### config.mk
export PLATFORM = sky130hd
export DESIGN_NAME = muldiv_unit
export DESIGN_NICKNAME = d
export VERILOG_FILES = /design/src/rtl/muldiv_pkg.sv /design/src/rtl/muldiv_step.sv /design/src/rtl/muldiv_unit.sv
export SDC_FILE = /design/constraint.sdc
export NUM_CORES = 1
export LEC_CHECK = 0
export BUFFER_PORTS_ARGS = -buffer_cell sky130_fd_sc_hd__clkbuf_2
export CORE_UTILIZATION = 40
export CTS_CLUSTER_DIAMETER = 80
export DETAILED_ROUTE_END_ITERATION = 6
export GPL_ROUTABILITY_DRIVEN = 0
export PLACE_DENSITY_LB_ADDON = 0.1
export SLEW_MARGIN = 20
export SYNTH_ARGS = -nofsm -noshare
export SYNTH_HDL_FRONTEND = slang
export SYNTH_SLANG_ARGS = --single-unit
### constraint.sdc
create_clock -name clk -period 6.2 [get_ports clk]
set_input_delay 0.31 -clock clk [delete_from_list [all_inputs] [get_ports clk]]
set_output_delay 0.31 -clock clk [all_outputs]
set_load 0.02 [all_outputs]
### src/rtl/muldiv_pkg.sv
// Shared types and constants for the multiply/divide unit.
// Optional multiply-accumulate support is enabled by defining MULDIV_MACC_EN.
package muldiv_pkg;

  localparam int unsigned MULDIV_WIDTH = 32;

  typedef enum logic [1:0] {
    OP_MUL  = 2'd0,
    OP_DIV  = 2'd1,
    OP_MADD = 2'd2,
    OP_MSUB = 2'd3
  } op_t;

`ifdef MULDIV_MACC_EN
  typedef enum logic [1:0] {
    IDLE = 2'd0,
    CALC = 2'd1,
    ACC  = 2'd2,
    DONE = 2'd3
  } state_t;
`else
  typedef enum logic [1:0] {
    IDLE = 2'd0,
    CALC = 2'd1,
    DONE = 2'd3
  } state_t;
`endif

  function automatic logic is_macc_op(input op_t o);
    return (o == OP_MADD) || (o == OP_MSUB);
  endfunction

endpackage

### src/rtl/muldiv_step.sv
// One radix-2 iteration: shift-add for multiply, shift-subtract (restoring) for divide.
// A single WIDTH+1 bit adder serves both modes.
module muldiv_step
  import muldiv_pkg::*;
#(
  parameter int unsigned WIDTH = MULDIV_WIDTH
) (
  input  logic             div,
  input  logic [WIDTH-1:0] hi,
  input  logic [WIDTH-1:0] lo,
  input  logic [WIDTH-1:0] b,
  output logic [WIDTH-1:0] hi_next,
  output logic [WIDTH-1:0] lo_next
);

  logic [WIDTH:0]   base;
  logic [WIDTH:0]   addend;
  logic             cin;
  logic [WIDTH+1:0] sum;

  always_comb begin
    if (div) begin
      base   = {hi, lo[WIDTH-1]};
      addend = ~{1'b0, b};
      cin    = 1'b1;
    end else begin
      base   = {1'b0, hi};
      addend = {1'b0, b};
      cin    = 1'b0;
    end
    sum = {1'b0, base} + {1'b0, addend} + (WIDTH+2)'(cin);

    // Divide: carry out means the trial subtraction did not borrow.
    if (div) begin
      if (sum[WIDTH+1]) begin
        hi_next = sum[WIDTH-1:0];
        lo_next = {lo[WIDTH-2:0], 1'b1};
      end else begin
        hi_next = base[WIDTH-1:0];
        lo_next = {lo[WIDTH-2:0], 1'b0};
      end
    end else if (lo[0]) begin
      hi_next = sum[WIDTH:1];
      lo_next = {sum[0], lo[WIDTH-1:1]};
    end else begin
      hi_next = base[WIDTH:1];
      lo_next = {base[0], lo[WIDTH-1:1]};
    end
  end

endmodule

### src/rtl/muldiv_unit.sv
// Iterative multiply / divide unit (WIDTH cycles per operation plus a sign-fix cycle).
// Define MULDIV_MACC_EN to enable MADD/MSUB accumulation through the ACC state.
module muldiv_unit
  import muldiv_pkg::*;
#(
  parameter int unsigned WIDTH = MULDIV_WIDTH
) (
  input  logic             clk,
  input  logic             rst,
  input  logic             in_valid,
  input  logic [1:0]       op,
  input  logic             sign,
  input  logic [WIDTH-1:0] srca,
  input  logic [WIDTH-1:0] srcb,
  input  logic [WIDTH-1:0] acc_hi,
  input  logic [WIDTH-1:0] acc_lo,
  input  logic             flush,
  output logic             busy,
  output logic             out_valid,
  output logic [WIDTH-1:0] hi,
  output logic [WIDTH-1:0] lo,
  output logic             div_zero
);

  localparam int unsigned    CW   = $clog2(WIDTH + 1);
  localparam logic [CW-1:0]  LAST = CW'(WIDTH);

  state_t           state, state_n;
  logic [CW-1:0]    cnt;
  logic [WIDTH-1:0] dvd_r;
  logic [WIDTH-1:0] opnd_r;
  logic [WIDTH-1:0] wh, wl;
  logic [WIDTH-1:0] step_hi, step_lo;
  logic             is_div, neg_res, neg_rem, b_zero;
  logic [WIDTH-1:0] mag_a, mag_b;
  logic [WIDTH-1:0] quo_fix, rem_fix;
  logic [2*WIDTH-1:0] prod_fix;
  logic             op_div;

`ifdef MULDIV_MACC_EN
  logic               is_macc, is_sub;
  logic [2*WIDTH-1:0] acc_r;
  logic [2*WIDTH-1:0] acc_res;
`else
  logic unused_acc;
  assign unused_acc = ^{acc_hi, acc_lo};
`endif

  muldiv_step #(.WIDTH(WIDTH)) u_step (
    .div     (is_div),
    .hi      (wh),
    .lo      (wl),
    .b       (opnd_r),
    .hi_next (step_hi),
    .lo_next (step_lo)
  );

  always_comb begin
    op_div   = (op_t'(op) == OP_DIV);
    mag_a    = (sign && srca[WIDTH-1]) ? -srca : srca;
    mag_b    = (sign && srcb[WIDTH-1]) ? -srcb : srcb;
    quo_fix  = neg_res ? -wl : wl;
    rem_fix  = neg_rem ? -wh : wh;
    prod_fix = neg_res ? -{wh, wl} : {wh, wl};
  end

`ifdef MULDIV_MACC_EN
  always_comb begin
    acc_res = is_sub ? (acc_r - {wh, wl}) : (acc_r + {wh, wl});
  end
`endif

  always_ff @(posedge clk or negedge rst) begin
    if (!rst) state <= IDLE;
    else      state <= state_n;
  end

  always_comb begin
    state_n = state;
    if (flush) begin
      state_n = IDLE;
    end else begin
      case (state)
        IDLE: if (in_valid) state_n = CALC;
        CALC: begin
          if (cnt == LAST) begin
`ifdef MULDIV_MACC_EN
            state_n = is_macc ? ACC : DONE;
`else
            state_n = DONE;
`endif
          end
        end
`ifdef MULDIV_MACC_EN
        ACC:  state_n = DONE;
`endif
        DONE: state_n = IDLE;
        default: state_n = IDLE;
      endcase
    end
  end

  assign busy      = (state != IDLE);
  assign out_valid = (state == DONE);

  // Results land in hi/lo only on the edge entering DONE, so a flush leaves them untouched.
  always_ff @(posedge clk or negedge rst) begin
    if (!rst) begin
      cnt      <= '0;
      dvd_r    <= '0;
      opnd_r   <= '0;
      wh       <= '0;
      wl       <= '0;
      is_div   <= 1'b0;
      neg_res  <= 1'b0;
      neg_rem  <= 1'b0;
      b_zero   <= 1'b0;
      hi       <= '0;
      lo       <= '0;
      div_zero <= 1'b0;
`ifdef MULDIV_MACC_EN
      is_macc  <= 1'b0;
      is_sub   <= 1'b0;
      acc_r    <= '0;
`endif
    end else if (!flush) begin
      case (state)
        IDLE: begin
          if (in_valid) begin
            cnt     <= '0;
            dvd_r   <= srca;
            wh      <= '0;
            is_div  <= op_div;
            neg_res <= sign & (srca[WIDTH-1] ^ srcb[WIDTH-1]);
            neg_rem <= sign & srca[WIDTH-1];
            b_zero  <= (srcb == '0);
            if (op_div) begin
              wl     <= mag_a;
              opnd_r <= mag_b;
            end else begin
              wl     <= mag_b;
              opnd_r <= mag_a;
            end
`ifdef MULDIV_MACC_EN
            is_macc <= is_macc_op(op_t'(op));
            is_sub  <= (op_t'(op) == OP_MSUB);
            acc_r   <= {acc_hi, acc_lo};
`endif
          end
        end
        CALC: begin
          if (cnt != LAST) begin
            wh  <= step_hi;
            wl  <= step_lo;
            cnt <= cnt + CW'(1);
          end else if (is_div) begin
            div_zero <= b_zero;
            if (b_zero) begin
              hi <= dvd_r;
              lo <= '1;
            end else begin
              hi <= rem_fix;
              lo <= quo_fix;
            end
`ifdef MULDIV_MACC_EN
          end else if (is_macc) begin
            {wh, wl} <= prod_fix;
`endif
          end else begin
            {hi, lo} <= prod_fix;
            div_zero <= 1'b0;
          end
        end
`ifdef MULDIV_MACC_EN
        ACC: begin
          {hi, lo} <= acc_res;
          div_zero <= 1'b0;
        end
`endif
        default: ;
      endcase
    end
  end

endmodule

* Yosys cells after proc, flatten, opt, wreduce, memory -nomap -nowiden *
Cells that the tools add are included.

word-level totals
  word-level logic and storage cells = 80
  register bits = 205
  bits of input ports = 135
  output and inout bits = 67

operators by class
  muxes and demuxes = 34
  equality and inequality tests = 9
  bitwise gates (word level) = 6
  add/subtract/negate cells = 8
  reductions and logical operators = 10

operator list
  kind                 number
  $mux 32              19
  $neg 32->32          4
  $pmux 32 s2          2
  $mux 33              2
  $mux 64              1
  $neg 64->64          1
  $add 33x33->34       1
  $add 34x1->34        1
  $not 32->33          1
  $logic_not 32->1     1
  $mux 6               2
  $pmux 6 s2           1
  $add 6x1->6 const B  1
  $eq 6x6->1 const B   1
  $mux 2               3
  $ne 3x3->1 const B   2
  $ne 6x6->1 const B   1
  $reduce_and 3->1     2
  $eq 2x1->1 const B   2
  $ne 2x2->1 const B   2
  $pmux 2 s2           1
  $reduce_and 4->1     1
  $reduce_bool 2->1    2
  $mux 1               3
  7 further kinds      10

* Depth between registers and ports, before layout *
Gate-level depths: netlist of the first run.

  depth in word-level cells = 8
  depth in mapped cells = 19
  gate-level depth less buffers = 12

* By module *
Synthesis of the first run repeated with hierarchy kept, for this count alone.

second synthesis, totals
  cell total of the unflattened synthesis = 1995
  area, all modules = 16548.4 µm²

by module, submodules not included
  module       times used  cells each  sequential area each (µm²)  area an instance (µm²)
  muldiv_unit  1           1485        5129.9                      12615.8
  muldiv_step  1           510         0.0                         3932.5

* Least setup slack after synthesis of the first run *
OpenSTA, ideal clock, no wires.

  kind = register to register
  start = register is_div
  end = register wh[29]
  cell stages (with the launch flop) = 18
  setup slack = 1.728 ns
  arrival time = 4.361 ns
  setup time = 0.110 ns
  required time = 6.090 ns
  path buffers = 7
  path through = dfrtp_1 clkbuf_1 buf_1 clkbuf_1 clkbuf_1 xor2_1 ha_1 clkbuf_1 a21o_1 a221o_1 a21oi_1 o21ai_0 a31o_2 clkbuf_1 a21boi_1 clkbuf_1 nor2_1 o41ai_1

between the ends
  word-level cells in the longest chain between the ends = 7

RTL lines
  item                        line                                  source
  start: declaration          muldiv_unit.sv:34                     logic is_div, neg_res, neg_rem, b_zero;
  start signal: assignment    muldiv_unit.sv:133                    is_div <= op_div;
  $mux 33                     muldiv_step.sv:22                     if (div) begin
  $add 33x33->34              muldiv_step.sv:31                     sum = {1'b0, base} + {1'b0, addend} + (WIDTH+2)'(cin);
  $add 34x1->34               muldiv_step.sv:31
  $mux 32 (on tied branches)  muldiv_step.sv:42, muldiv_step.sv:35
  $mux 32 *                   muldiv_step.sv:34                     if (div) begin
  $mux 32 *                   muldiv_unit.sv:152                    if (cnt != LAST) begin
  $pmux 32 s2 *               muldiv_unit.sv:127                    case (state)
  end signal: assignment      muldiv_unit.sv:153                    wh <= step_hi;
  end: declaration            muldiv_unit.sv:32                     logic [WIDTH-1:0] wh, wl;

Mark *: on every way between the ends. The rest lies on a longest branch, timed or not. The select of a mux whose other input is x is not followed.
A chain may end at the register's enable or synchronous reset.

* Worst setup path after layout of the first run *
  start = register is_div
  end = register wh[30]

The elaborated chain is that of the path after synthesis.

==> results of run 1 <==
## synthesized netlist by cell type (12+ instances only)
library cell	n	area, um2
nand2_1	360	1350
a211oi_1	15	113
ha_1	37	463
dfrtp_1	205	5130
or4_1	12	90.1
o31ai_1	28	210
xor2_1	117	1020
nor2_1	177	664
inv_1	31	116
nor4_1	14	87.6
nor2b_1	16	100
clkbuf_1	140	526
o221ai_1	17	149
o22ai_1	13	81.3
mux2_2	33	372
o21ai_0	199	996
o211ai_1	14	105
a21o_1	15	113
a21oi_1	160	801
xnor2_1	87	762
o21ai_1	20	100
nand3_1	31	155
buf_1	15	56.3
mux2i_1	54	541
o41ai_1	12	105
or3_1	17	106
nor3_1	39	195
a31oi_1	30	188
nand2b_1	14	87.6
## worst paths after layout
check                                   start               endpoint  slack (ns)  depth (start not counted)
setup / recovery           is_div$_DFFE_PN0P_     wh[30]$_DFFE_PN0P_        1.58                         12
max in group asynchronous                 rst  dvd_r[15]$_DFFE_PN0P_        4.68                          3
setup reg to reg           is_div$_DFFE_PN0P_     wh[30]$_DFFE_PN0P_        1.58                         12
min in group asynchronous                 rst     hi[29]$_DFFE_PN0P_        0.40                          2
hold / removal                       srca[22]  dvd_r[22]$_DFFE_PN0P_        0.06                          3
hold reg to reg            hi[18]$_DFFE_PN0P_     hi[18]$_DFFE_PN0P_        0.47                          2
## critical path, stage by stage, from the launching register on
cell       delay, ns
dfrtp_4         1.03
buf_4           0.40
o21ai_0         0.18
ha_1            0.45
nand4_1         0.16
nor2_1          0.25
nand4_1         0.13
o211ai_1        0.48
nor4b_1         0.58
o21ai_0         0.16
a311oi_1        0.32
a2bb2oi_1       0.21
a21oi_1         0.05
## cells by family after synthesis
logic type	share of synthesized area, %
simple gates	20.8
compound gates	22.0
buf+inv	4.77
mux	5.75
flops	32.3
xor+xnor	11.3
fa+ha+maj	3.04
## state kept, by name, summed over array words and instances, names as in the netlist
| register | cells |
|---|---|
| dvd_r | 32 |
| hi | 32 |
| lo | 32 |
| opnd_r | 32 |
| wh | 32 |
| wl | 32 |
| cnt | 6 |
| state | 2 |
| b_zero | 1 |
| div_zero | 1 |
| is_div | 1 |
| neg_rem | 1 |
| neg_res | 1 |
## power breakdown
group / internal [mW] / total, mW / switching, mW
Combinational: 0.923 / 2.36 / 1.43
Clock: 0.973 / 1.62 / 0.645
Sequential: 1.51 / 1.87 / 0.360
## final cells by class
cell class	count	area share, %
multi-input combinational	1650	56.5
clock inverter	17	1.00
sequential	205	29.0
timing repair buffer	159	4.93
antenna	3	0.0423
inverter	33	0.698
tap	518	3.65
clock buffer	33	4.16
## per-stage QoR
stage	setup WS (ns)	std cells	util (%)	power, mW	hold slack, ns
finish	1.58	2618	45.6	5.85	0.0583
global route	1.25	2618	45.6	6.20	0.0594
CTS	1.61	2615	45.5	5.84	0.0324
detailed placement	1.67	2564	43.2	4.21	0.448
global placement	1.68	2564	43.2	4.18	0.448
floorplan	1.73	2052	-	3.50	0.0144
## layer usage
layer	global-route usage [%]	part of all wire, %
met4	8.97	2.8
met1	40.1	47
met2	41.3	44
met3	3.87	7.0
met5	0	0
## placed cells by master, fill, tap and decap left out, types with 39 or more instances in the layout
cell      Yosys  layout
a21oi_1     160     159
clkbuf_2      0     136
dfrtp_1     205     201
mux2i_1      54      54
nand2_1     360     359
nor2_1      177     176
nor3_1       39      39
o21ai_0     199     198
xnor2_1      87      87
xor2_1      117     117
==> results_dict.tcl, run 1 <==
set metrics [dict create \
    cp-start-kind "flip-flop" \
    fin_area_mm2 0.0177 \
    drtAntennaViolNets 0 \
    grt_pass1_wl_mm 85.8 \
    rows 72 \
    wl_mm 56.0 \
    ys_seq_area_share_pct 32.3 \
    async_reset_ff_share_pct 100 \
    htree_levels 1 \
    grtUsageTotal_pct 27.4 \
    worstMarginPinSlew_ns 0.969 \
    synth_edf_count 0 \
    status "completed" \
    fin_crit_ns 4.62 \
    drive_gt1_share_pct 13.6 \
    cts_sinks 205 \
    cp.arrival_ns 5.03 \
    syn_to_final_growth_pct 11.8 \
    yosys_warnings 0 \
    cts_buffers 27 \
    ff_latch_area_mm2 0.00514 \
    antenna_found_initial 3 \
    syn-num-nets 2225 \
    placed_cell_area_mm2 0.0168 \
    grt_pass1_vias 14100 \
    clk_path_buf_depth 3 \
    nets 2249 \
    avgSynthCellArea_um2 7.73 \
    setup.worst_path.end_class "flip-flop" \
    worstSetupPathType "flip-flop to flip-flop" \
    required_ns 6.62 \
    critical_path_peak_fanout 78 \
    initial_utilization_pct 40.8 \
    ir_drop_uv 183 \
    setup_tns_ns 0 \
    power_leakage_nw 7.64 \
    synthCells 2052 \
    die_h_um 201 \
    finalSetupViolCount 0 \
    ys_types 75 \
    grt.overflow.total 0 \
    ys_ff_latch 205 \
    final.fill_count 3992 \
    fp.dieArea_mm2 0.0405 \
    cts_setup_buffers 0 \
    path_clk_slew_ns 0.06 \
    ctsHoldBuffers 1 \
    hold_viol_final 0 \
    port_buffers 137 \
    synth_area_mm2 0.0159 \
    report.final.slew_viol_count 0 \
    rsz0062_at_grt "false" \
    vias 15100 \
    fp.coreArea_mm2 0.0389 \
    cap_violations 0 \
    wl_per_cell_um 21.4 \
    grt_max_degree 112 \
    first_iter_violations 1245 \
    relSlewSlack_pct 35.4 \
    drc 0 \
    cts_tree "built" \
    die_x_um 201 \
    viasPerCell 5.79 \
    dr.pass1.iters 5 \
    dp_hpwl_mm 41.9 \
    fmax_ghz 0.217 \
    ioPinCount 202 \
    clk_latency_ns 0.56 \
    hp-class "primary input to flip-flop" \
    cts-resized-gates 0 \
    multiInputGateArea_mm2 0.0100 \
    clock-root-buffer "clkbuf_16" \
    powerDensity_mw_per_mm2 330 \
    skew_ns 0.0276 \
    period_share_pct 74.5 \
    synthFlopType "dfrtp_1" \
]
No activity file was read; power rests on OpenSTA's default activity.
==> run 2: changes to the inputs <==
--- a/config.mk
+++ b/config.mk
@@ -5,6 +5,7 @@
 export SDC_FILE = /design/constraint.sdc
 export NUM_CORES = 1
 export LEC_CHECK = 0
+export ABC_AREA = 1
 export BUFFER_PORTS_ARGS = -buffer_cell sky130_fd_sc_hd__clkbuf_2
 export CORE_UTILIZATION = 40
 export CTS_CLUSTER_DIAMETER = 80
==> constraint.sdc (replaced) <==
create_clock -name clk -period 4.7 [get_ports clk]
set_input_delay 0.235 -clock clk [delete_from_list [all_inputs] [get_ports clk]]
set_output_delay 0.235 -clock clk [all_outputs]
set_load 0.02 [all_outputs]
==> run 2 against run 1 <==
Compared with the run above:
- sequential power up 27%
- routed wire length up 32%
- die area up 14%
- critical path depth up 3
- combinational power up 72%
- sequential share of layout area down 3.7 points
- clock power up 42%
- synthesized cell count up 42%
- cell count up 37%
- register-to-register slack worse by 0.82 ns
- worst setup slack worse by 0.82 ns
- design area up 15%
==> results_dict.tcl, run 2 <==
set metrics [dict create \
    status "completed" \
    hp-class "primary input to flip-flop" \
    fp.coreArea_mm2 0.0444 \
    ys_types 56 \
    ys_seq_area_share_pct 28.4 \
    fmax_ghz 0.254 \
    cpPeakStageDelay_ns 0.82 \
    drc 0 \
    synth_top_family_by_area "simple AND/OR/NAND/NOR gates" \
    synth_area_mm2 0.0181 \
    avgSynthCellArea_um2 6.21 \
    cts_tree "built" \
    layout_commonest_cell "nand2_1" \
    die_x_um 215 \
    viasPerCell 5.60 \
    nets 3159 \
    power_leakage_nw 10.3 \
    critical_path_peak_fanout 48 \
    period_share_pct 83.7 \
    ioPinCount 202 \
    die_h_um 215 \
    path_buf_inv 5 \
    dpl.cell_count 3535 \
    first_iter_violations 2325 \
    fin_cells 3598 \
    worstSetupPathType "flip-flop to flip-flop" \
    critical_path.top_delay_family "simple AND/OR/NAND/NOR gates" \
    grt_max_degree 143 \
    yosys_warnings 0 \
    required_ns 5.16 \
    dr.pass1.iters 6 \
    clk_latency_ns 0.59 \
    synth_edf_count 0 \
    wl_per_cell_um 20.5 \
    synth_top_area_cell "dfrtp_1" \
    final.fill_count 4777 \
    swShare_pct 46.9 \
    synthCells 2915 \
    ff_latch_area_mm2 0.00513 \
    cts_buffers 26 \
    synth.area.top_cells "dfrtp_1 (28%), nand2_1 (18%), nand3_1 (6.8%)" \
    num_antenna_cells 0 \
    power.switching_mw 4.10 \
    report.final.slew_viol_count 0 \
    mostFrequentLayoutCells "nand2_1 (882), nor2_1 (318), inv_1 (286)" \
    syn-num-nets 3088 \
    relSlewSlack_pct 31.6 \
    ir_drop_uv 308 \
    async_reset_ff_share_pct 100 \
    final_util_pct 45.7 \
    rsz0062_at_grt "false" \
    synth_xor_area_share_pct 6.63 \
    path_clk_slew_ns 0.06 \
    initial_utilization_pct 40.7 \
    syn_to_final_growth_pct 12.3 \
    dp_hpwl_mm 57.5 \
    antenna_found_initial 0 \
    muxShareOfSynthArea_pct 0 \
    synthSimpleGateAreaFrac_pct 36.6 \
    cp.arrival_ns 4.39 \
    rows 77 \
    clock-root-buffer "clkbuf_16" \
    hold_viol_final 0 \
    power_mw 8.75 \
    ys_ff_latch 205 \
    cts_setup_buffers 0 \
    htree_levels 1 \
    crit_top_cell "inv_1" \
    synth_adder_area_share_pct 2.67 \
    synth.most_common_cell "nand2_1" \
    grtUsageTotal_pct 31.6 \
    rrSetupSlack_ns 0.77 \
    crit_slowest_cell "dfrtp_4" \
    power_frac_seq_pct 27.2 \
    combPwrFrac_pct 46.5 \
    port_buffers 137 \
    placed_cell_area_mm2 0.0192 \
    cap_violations 0 \
    vias 20200 \
    setup.worst_path.end_class "flip-flop" \
    powerDensity_mw_per_mm2 431 \
    fin_crit_ns 3.93 \
    grt_pass1_wl_mm 112 \
    multiInputGateArea_mm2 0.0112 \
    skew_ns 0.0293 \
    synthFlopType "dfrtp_1" \
    cts_sinks 205 \
    clk_path_buf_depth 3 \
    setup_tns_ns 0 \
    synth_top_area_share_pct 28.4 \
    fin_area_mm2 0.0203 \
    fp.dieArea_mm2 0.0461 \
    synth_compound_area_share_pct 16.1 \
    grt.overflow.total 0 \
    grt_pass1_vias 18600 \
    p_clk_share_pct 26.3 \
    drtAntennaViolNets 0 \
    synth_common_cells "nand2_1 (882), nor2_1 (320), inv_1 (286), nand3_1 (245), dfrtp_1 (205)" \
    drive_gt1_share_pct 9.21 \
    wl_mm 73.9 \
    finalSetupViolCount 0 \
    cp-start-kind "flip-flop" \
    worstMarginPinSlew_ns 1.03 \
    cp_cell_sequence "buf_4 > xor2_1 > ha_1 > nand2_1 > inv_1 > nand2_1 > inv_1 > nand2_1 > inv_1 > a21oi_1 > nand3_4 > nor2_2 > inv_1 > o21ai_0 > o21bai_1" \
    intPower_mw 4.65 \
]
run 2: cell count changes after synthesis, sizes merged, moves of 18 or more:
cell    change
nand2     +525
or4        -18
buf        +33
inv       +265
nor2      +157
o31ai      -27
mux2       -33
a31oi      -24
nand4      +21
nand3     +217
xnor2      -78
mux2i      -54
or3        -20
clkbuf     -59
run 2: worst paths after layout:
kind	end	cells past startpoint	start
worst max-delay path	wh[15]$_DFFE_PN0P_	15	is_div$_DFFE_PN0P_
worst min-delay path	dvd_r[25]$_DFFE_PN0P_	3	srca[25]
worst max register to register	wh[15]$_DFFE_PN0P_	15	is_div$_DFFE_PN0P_
worst min register to register	hi[25]$_DFFE_PN0P_	2	hi[25]$_DFFE_PN0P_
max in group asynchronous	neg_res$_DFFE_PN0P_	3	rst
min in group asynchronous	wh[28]$_DFFE_PN0P_	2	rst
run 2: metal layers:
metal	GRT usage (%)	part of all wire, %	wire length (um)	vias up
met1	43.4	42	31100	9443
met5	0	0	0	-
li1	-	-	-	9601
met2	49.0	44	32500	941
met3	4.47	8.8	6500	165
met4	14.4	5.1	3740	0
run 2: power by group through the flow:
stage	combinational (mW)	sequential, mW	clock (mW)
3_3_place_gp	3.93	2.39	0
6_report	4.07	2.38	2.30
5_1_grt	4.48	2.40	2.39
3_5_place_dp	3.95	2.39	0
4_1_cts	3.98	2.36	2.32
2_1_floorplan	2.79	2.23	0
run 2: stage by stage:
step	setup slack [ns]	hold slack (ns)
global placement	0.959	0.195
finish	0.766	0.0229
global route	0.557	0.0404
floorplan	1.58	-0.0606
CTS	0.889	0.00330
detailed placement	0.917	0.199
run 2: final cells by class:
class,count,area share [%]
Clock inverter,17,1.40
Sequential cell,205,25.3
Timing Repair Buffer,181,5.36
Clock buffer,31,3.44
Inverter,300,5.56
Tap cell,592,3.65
Multi-Input combinational cell,2272,55.3
run 2: worst reg2reg max path: cells and delay by family, from the launching register on:
| kind | cells | cell delay [ns] |
|---|---|---|
| AOI/OAI and AO/OA | 3 | 0.57 |
| and+or+nand+nor | 5 | 0.84 |
| DFF | 1 | 0.82 |
| adders and majority gates | 1 | 0.37 |
| xor gates and xnor gates | 1 | 0.49 |
| buffers and inverters | 5 | 0.73 |
run 2: timing repair:
action | in CTS | in global routing
hold buffers | 15 | 0
endpoints found under the hold margin | 76 | 0
gates resized for setup | 0 | 0
run 2: kinds of logic after synthesis:
family | Yosys count
buffers and inverters | 438
flip-flops | 205
AND/OR/NAND/NOR | 1586
XOR/XNOR | 137
AO/OA/AOI/OAI | 511
adder cells (fa/ha/maj) | 38
==> run 3: changes to the inputs <==
--- a/config.mk
+++ b/config.mk
@@ -5,7 +5,7 @@
 export SDC_FILE = /design/constraint.sdc
 export NUM_CORES = 1
 export LEC_CHECK = 0
-export ABC_AREA = 1
+export ABC_AREA = 0
 export BUFFER_PORTS_ARGS = -buffer_cell sky130_fd_sc_hd__clkbuf_2
 export CORE_UTILIZATION = 40
 export CTS_CLUSTER_DIAMETER = 80
==> constraint.sdc (replaced) <==
create_clock -name clk -period 3.29 [get_ports clk]
set_input_delay 0.1645 -clock clk [delete_from_list [all_inputs] [get_ports clk]]
set_output_delay 0.1645 -clock clk [all_outputs]
set_load 0.02 [all_outputs]
==> run 3 against run 2 <==
Compared with the run above:
- the run now ends with negative setup slack left
- design area increased by 3.2%
- clock-buffer cell count increased by 5
- sequential share of layout area decreased by 0.78 points
- die area decreased by 12%
- first-iteration DRC count decreased by 35%
- critical path depth decreased by 1
- non-clock buffer count increased by 226
- sequential power increased by 42%
- flip-flop and latch count unchanged
- critical path type unchanged
==> results_dict.tcl, run 3 (same netlist as run 1, synthesis figures left out) <==
set metrics [dict create \
    status "finished with violations" \
    violations "negative setup slack" \
    num_antenna_cells 0 \
    ir_drop_uv 452 \
    worstSetupPathType "flip-flop to flip-flop" \
    setup_ws_ns -0.119 \
    path_clk_slew_ns 0.06 \
    cp-start-kind "flip-flop" \
    grt_pass1_wl_mm 93.3 \
    grt.overflow.total 0 \
    hold_viol_final 0 \
    drtAntennaViolNets 0 \
    die_h_um 201 \
    powerDensity_mw_per_mm2 627 \
    path_buf_inv 4 \
    power_mw 13.2 \
    wl_mm 63.0 \
    mostFrequentLayoutCells "nand2_1 (353), buf_4 (207), dfrtp_1 (202)" \
    period_share_pct 104 \
    dpl.cell_count 2759 \
    cts_buffers 26 \
    final.fill_count 3776 \
    clk_latency_ns 0.56 \
    die_x_um 201 \
    crit_slowest_cell "dfrtp_4" \
    cp_cell_sequence "buf_12 > buf_12 > xor2_1 > ha_4 > buf_4 > a21oi_1 > o221a_2 > o31a_1 > buf_6 > o211a_4 > nand2b_4 > o32a_1 > a31oi_2 > o41ai_2" \
    fp.coreArea_mm2 0.0389 \
    fp.dieArea_mm2 0.0405 \
    cts_sinks 205 \
    rr_worst_depth 14 \
    critical_path_peak_fanout 8 \
    worstMarginPinSlew_ns 1.04 \
    grtUsageTotal_pct 29.7 \
    first_iter_violations 1501 \
    clock-root-buffer "clkbuf_16" \
    power_leakage_nw 9.08 \
    wl_per_cell_um 22.1 \
    cp.arrival_ns 3.80 \
    fin_cells 2859 \
    drc 0 \
    ioPinCount 202 \
    initial_utilization_pct 40.8 \
    cpPeakStageDelay_ns 0.50 \
    r2r_end "wh[29]$_DFFE_PN0P_" \
    cts_tree "built" \
    nets 2496 \
    clk_path_buf_depth 3 \
    holdPathStages 3 \
    required_ns 3.68 \
    hold_end "opnd_r[0]$_DFFE_PN0P_" \
    rrSetupSlack_ns -0.12 \
    dr.pass1.iters 5 \
    grt_max_degree 93 \
    skew_ns 0.0237 \
    relSlewSlack_pct 30.9 \
    grt_pass1_vias 15300 \
    fmax_ghz 0.293 \
    report.final.slew_viol_count 0 \
    port_buffers 137 \
    dp_hpwl_mm 46.6 \
    cap_violations 0 \
    rsz0062_at_grt "true" \
    rows 72 \
    viasPerCell 5.78 \
    vias 16500 \
    antenna_found_initial 0 \
    fin_crit_ns 3.41 \
    crit_top_cell "buf_12" \
    r2r-start "is_div$_DFFE_PN0P_" \
    final_util_pct 53.9 \
    finalSetupViolCount 28 \
    hp-start "srcb[0]" \
    htree_levels 1 \
    drive_gt1_share_pct 27.2 \
    critical_path.top_delay_family "compound AO/OA/AOI/OAI gates" \
    hp-class "primary input to flip-flop" \
    layout_commonest_cell "nand2_1" \
    cp-startpoint "is_div$_DFFE_PN0P_" \
    syn_to_final_growth_pct 32.1 \
    fin_area_mm2 0.0210 \
    placed_cell_area_mm2 0.0184 \
    setup.worst_path.end_class "flip-flop" \
]
## run 3: how the worst max path moves through the flow
stage | depth (start not counted) | to
after global routing | 14 | wh[29]$_DFFE_PN0P_
final | 14 | wh[29]$_DFFE_PN0P_
after global placement | 14 | wh[26]$_DFFE_PN0P_
after CTS | 14 | wh[29]$_DFFE_PN0P_
after detailed placement | 14 | wh[26]$_DFFE_PN0P_
after floorplan | 18 | wh[8]$_DFFE_PN0P_
## run 3: cell type report
| cell class | instances | area (um2) | share of cell area, % |
|---|---|---|---|
| Inverter | 33 | 124 | 0.591 |
| Tap cell | 518 | 648 | 3.09 |
| Clock inverter | 10 | 126 | 0.603 |
| Timing Repair Buffer | 407 | 3130 | 14.9 |
| Sequential cell | 205 | 5140 | 24.5 |
| Clock buffer | 36 | 758 | 3.62 |
| Multi-Input combinational cell | 1650 | 11000 | 52.7 |
## run 3: tightest hold or removal path, stage by stage
cell and delay, ns:
clkbuf_2 0.17, a21oi_1 0.09, o21ai_0 0.12
## run 3: timing repair
item | in CTS | in global routing
setup buffers | 10 | 9
gates cloned | 0 | 7
pin swaps | 29 | 54
gates resized for setup | 60 | 135
hold buffers | 33 | 0
hold endpoints to repair | 111 | 0
setup endpoints to repair | 34 | 40
## run 3: per-layer routing
layer,global-route usage [%],routed length [um],vias up
li1,-,-,7736
met1,43.6,28200,8048
met2,46.1,28400,650
met3,3.50,4850,92
met4,7.99,1550,0
met5,0,0,-
## run 3: stage by stage
step	hold WS (ns)	setup TNS [ns]	setup WS [ns]
after global routing	0.0424	-4.32	-0.226
final	0.0148	-1.81	-0.119
after floorplan	-0.131	-3.90	-0.198
after CTS	0.00748	-1.45	-0.0990
after detailed placement	0.214	-3.60	-0.241
after global placement	0.218	-2.78	-0.185
## run 3: power by group
part,total [mW],switching [mW],leakage [nW],internal [mW]
sequential,3.38,0.525,2.58,2.86
combinational,6.80,3.76,6.07,3.03
clock,2.98,1.21,0.432,1.77
